===== src/rtl/sipo_frame_ctrl.sv =====
// Frame controller for an external WIDTH-bit SIPO shift register: gates shifting,
// counts bits per frame and buffers each completed word behind a valid/ready handshake.
module sipo_frame_ctrl #(
  parameter int WIDTH = 8
) (
  input  logic             C,
  input  logic             RSTN,
  input  logic             BIT_STB,
  input  logic             SYNC,
  output logic             SH_EN,
  input  logic [WIDTH-1:0] PI,
  output logic [WIDTH-1:0] DOUT,
  output logic             DVALID,
  input  logic             DREADY,
  output logic             OVR,
  input  logic             OVR_CLR,
  output logic [7:0]       FRM_CNT
);

  localparam int CW = $clog2(WIDTH + 1);

  typedef enum logic [1:0] {
    IDLE = 2'd0,
    RECV = 2'd1,
    CAPT = 2'd2
  } state_t;

  state_t           r_state;
  state_t           w_state_nxt;
  logic [CW-1:0]    r_cnt;
  logic [CW-1:0]    w_cnt_nxt;
  logic             w_sh_en;
  logic [WIDTH-1:0] r_dout;
  logic             r_dvalid;
  logic             r_ovr;
  logic [7:0]       r_frm_cnt;
  logic             w_load;
  logic             w_drop;

  always_ff @(posedge C or negedge RSTN) begin
    if (!RSTN) begin
      r_state <= IDLE;
      r_cnt   <= '0;
    end else begin
      r_state <= w_state_nxt;
      r_cnt   <= w_cnt_nxt;
    end
  end

  always_comb begin
    w_state_nxt = r_state;
    w_cnt_nxt   = r_cnt;
    w_sh_en     = 1'b0;
    case (r_state)
      IDLE: begin
        w_sh_en = BIT_STB & SYNC;
        if (BIT_STB && SYNC) begin
          w_cnt_nxt   = CW'(1);
          w_state_nxt = RECV;
        end
      end
      RECV: begin
        w_sh_en = BIT_STB;
        if (BIT_STB && SYNC) begin
          w_cnt_nxt = CW'(1);
        end else if (BIT_STB) begin
          w_cnt_nxt = r_cnt + CW'(1);
          if (r_cnt == CW'(WIDTH - 1)) begin
            w_state_nxt = CAPT;
          end
        end
      end
      CAPT: begin
        w_cnt_nxt   = '0;
        w_state_nxt = IDLE;
      end
      default: begin
        w_cnt_nxt   = '0;
        w_state_nxt = IDLE;
      end
    endcase
  end

  // A full buffer can still take the new word if the consumer drains it at this edge.
  assign w_load = (r_state == CAPT) && (!r_dvalid || DREADY);
  assign w_drop = (r_state == CAPT) && r_dvalid && !DREADY;

  always_ff @(posedge C or negedge RSTN) begin
    if (!RSTN) begin
      r_dout    <= '0;
      r_dvalid  <= 1'b0;
      r_ovr     <= 1'b0;
      r_frm_cnt <= 8'd0;
    end else begin
      if (w_load) begin
        r_dout    <= PI;
        r_dvalid  <= 1'b1;
        r_frm_cnt <= r_frm_cnt + 8'd1;
      end else if (r_dvalid && DREADY) begin
        r_dvalid  <= 1'b0;
      end
      if (w_drop) begin
        r_ovr <= 1'b1;
      end else if (OVR_CLR) begin
        r_ovr <= 1'b0;
      end
    end
  end

  assign SH_EN   = w_sh_en & RSTN;
  assign DOUT    = r_dout;
  assign DVALID  = r_dvalid;
  assign OVR     = r_ovr;
  assign FRM_CNT = r_frm_cnt;

endmodule


===== config.mk =====
export PLATFORM = sky130hd
export DESIGN_NAME = sipo_frame_ctrl
export DESIGN_NICKNAME = d
export VERILOG_FILES = /design/src/rtl/sipo_frame_ctrl.sv
export SDC_FILE = /design/constraint.sdc
export NUM_CORES = 1
export LEC_CHECK = 0
export CORE_MARGIN = 8
export CORE_UTILIZATION = 47
export CTS_BUF_LIST = sky130_fd_sc_hd__clkbuf_4 sky130_fd_sc_hd__clkbuf_8
export DETAILED_ROUTE_END_ITERATION = 6
export MAX_ROUTING_LAYER = met4
export PLACE_DENSITY_LB_ADDON = 0.05
export SYNTH_ARGS = -nofsm -noshare
export SYNTH_HDL_FRONTEND = slang
export SYNTH_SLANG_ARGS = --single-unit

===== constraint.sdc =====
create_clock -name C -period 1.65 [get_ports C]
set_input_delay 0.4125 -clock C [delete_from_list [all_inputs] [get_ports C]]
set_output_delay 0.4125 -clock C [all_outputs]
set_load 0.05 [all_outputs]

==> results.toml <==
[outcome]
outcome = "complete, no violations"

[clocking]
clock_path_buffers = 2
cts_tree = "yes"
cts_buffers = 3
clock-root-buffer = "clkbuf_4"
h-tree-depth = 1
cts_sinks = 24
clk_latency_ns = 0.30
hold_buffers = 0
clk_pin_slew_ns = 0.12

[drt]
wl_per_cell_um = 16.02
via_count = 795
drcViolationCount = 0
drt_iter0_drc = 13
final_antenna_net_count = 0
dr.pass1.iters = 4
vias_per_cell = 5.265
drt-total-wl_um = 2419

[sta]
fin_crit_sh_pct = 98.83
worstMarginPinSlew_ns = 0.2964
fin_skew_ns = 0.003313
finalSetupViolCount = 0
slew_headroom_pct = 80.24
hold_viol_final = 0
fin_hold_ws_ns = 0.2433
grt_setup_unrepaired = "yes"
fmax_mhz = 613.2
slew_violations = 0
tns_ns = 0
worst_slack_ns = 0.01927
period_minus_slack_ns = 1.631

[synthesis]
synthesis.nets = 99
ys_warn_count = 0
avgSynthCellArea_um2 = 12.80
synth-main-ff-cell = "dfrtp_1"
yosysUniqueCellTypes = 30
synthTopCellsByArea = "dfrtp_1 (57%), mux2_2 (9.5%), xnor2_1 (4.9%), ha_1 (2.4%), nor4b_4 (2.2%)"
synth_top_cell_area_share_pct = 56.54
synth-edff-count = 0
ys_seq_elements = 24
yosys.area.top_type = "dfrtp_1"
ys_seq_area_share_pct = 56.54
netlist_area_um2 = 1062
ys_top_cells_by_count = "dfrtp_1 (24), mux2_2 (9), xnor2_1 (6)"
synth_most_common_cell = "dfrtp_1"
synthesis.instances = 83
async_flop_share_pct = 100.0

[finish]
drive_above_1_share_pct = 39.02
fill_cells = 139
stdcell_area_um2 = 1698
register_area_um2 = 603.1
multiInputGateArea_um2 = 461.7
antenna_cells = 0
final_cells = 151
synthToLayoutAreaGrowth_pct = 59.84
num-nets-final = 141

[floorplanning]
die_w_um = 63.54
dieArea_um2 = 4037
die_h_um = 63.54
num_io_pins = 33
std_cell_rows = 17
start_util_pct = 48.96
core_area_um2 = 2170

[worst_setup_path]
cp_slowest_cell = "dfrtp_2"
critical-path-max-stage-delay_ns = 0.46
start_kind = "flip-flop"
path_cells = "o21ai_4, nor3b_4, buf_12"
end_kind = "output port"
required_ns = 1.24
crit_fanout = 6
arrival_ns = 1.22
timing_worst_setup_path_type = "reg2out"

[place]
dp.cells = 146
placed_area_um2 = 1644
place.gp.congestion = 0.7993
hpwl_um = 1883
pre_cts_ws_ns = -0.2437
io_buffer_count = 32

[global_route]
grt_max_degree = 25
grt.overflow.total = 0
grt_pass1_vias = 876
grt_pass1_wl_um = 3953
grt_usage_pct = 12.63
antenna_found_initial = 0

[worst_hold_path]
holdCritPathClass = "in2async"

[power_and_ir_drop]
p_leak_nw = 0.7232
vdd.ir_drop.worst_mv = 0.7028
p_per_area_nw_per_um2 = 716.9

[flow_run]
drv_cap = 0
## final cells by class
class	instances	share of cell area, %
clock buffer	3	1.326
inverter	1	0.2211
sequential	24	35.52
tap	28	2.063
timing repair buffer	39	33.68
multi-input combinational	56	27.19
## per-layer routing
metal / wire length [µm] / GRT usage (%)
met3: 122 / 4.240
met2: 1288 / 20.91
met1: 949 / 12.77
met4: 59 / 7.242
met5: 0 / -
## final timing paths
kind / start / end / slack (ns) / cells past startpoint
hold / removal: RSTN / FRM_CNT[3] / 0.24 / 2
setup reg to reg: r_state[1] / FRM_CNT[5] / 0.26 / 5
setup / recovery: r_state[0] / SH_EN / 0.02 / 3
max in group asynchronous: RSTN / r_state[0] / 1.16 / 2
hold reg to reg: r_cnt[3] / r_state[1] / 0.51 / 1
min in group C: r_cnt[3] / r_state[1] / 0.51 / 1
## cell usage in the layout, fill, tap and decap left out, types with 2 or more instances in the layout
| master | instances |
|---|---|
| nand2_1 | 4 |
| dfrtp_2 | 2 |
| nand4_1 | 2 |
| xnor2_1 | 6 |
| nand2b_1 | 2 |
| clkdlybuf4s50_1 | 10 |
| nor3_1 | 2 |
| buf_12 | 20 |
| mux2_2 | 9 |
| buf_4 | 6 |
| nor2b_1 | 2 |
| clkbuf_4 | 3 |
| o21ai_0 | 2 |
| dlygate4sd2_1 | 3 |
| a22oi_1 | 2 |
| ha_1 | 2 |
| nand3_1 | 3 |
| nor2_1 | 5 |
| dfrtp_1 | 22 |
## flip-flops by register name (all words and copies together), names as in the netlist
register  flops
DOUT          8
FRM_CNT       8
r_cnt         4
r_state       2
DVALID        1
OVR           1
## timing repair
item,CTS,global route
resized for setup,8,1
buffers inserted,1,1
endpoints found under the setup margin,1,1
pin swaps,1,0
endpoints found under the hold margin,0,0
## through the flow
stage	total power [W]	util [%]
floorplan	0.0008141	-
global placement	0.0009648	75.78
detailed placement	0.0009788	75.78
CTS	0.001221	77.57
global route	0.001276	78.26
finish	0.001217	78.26
## kinds of logic after synthesis
| group | share of synthesized area [%] |
|---|---|
| simple gates | 18.14 |
| flops | 56.54 |
| compound gates | 5.535 |
| mux | 9.541 |
| xor+xnor | 5.772 |
| buf+inv | 2.120 |
| fa+ha+maj | 2.355 |
## power breakdown
group | internal [W] | switching [W]
logic | 0.000158 | 0.000138
registers | 0.000632 | 0.0000519
clock network | 0.0000850 | 0.000152
## critical path: cells and delay by family, from the launching register on
| kind | cells | cell delay [ns] |
|---|---|---|
| buf+inv | 1 | 0.16 |
| simple gates | 1 | 0.22 |
| flops | 1 | 0.46 |
| compound gates | 1 | 0.08 |
(Power assumes the default switching activity.)
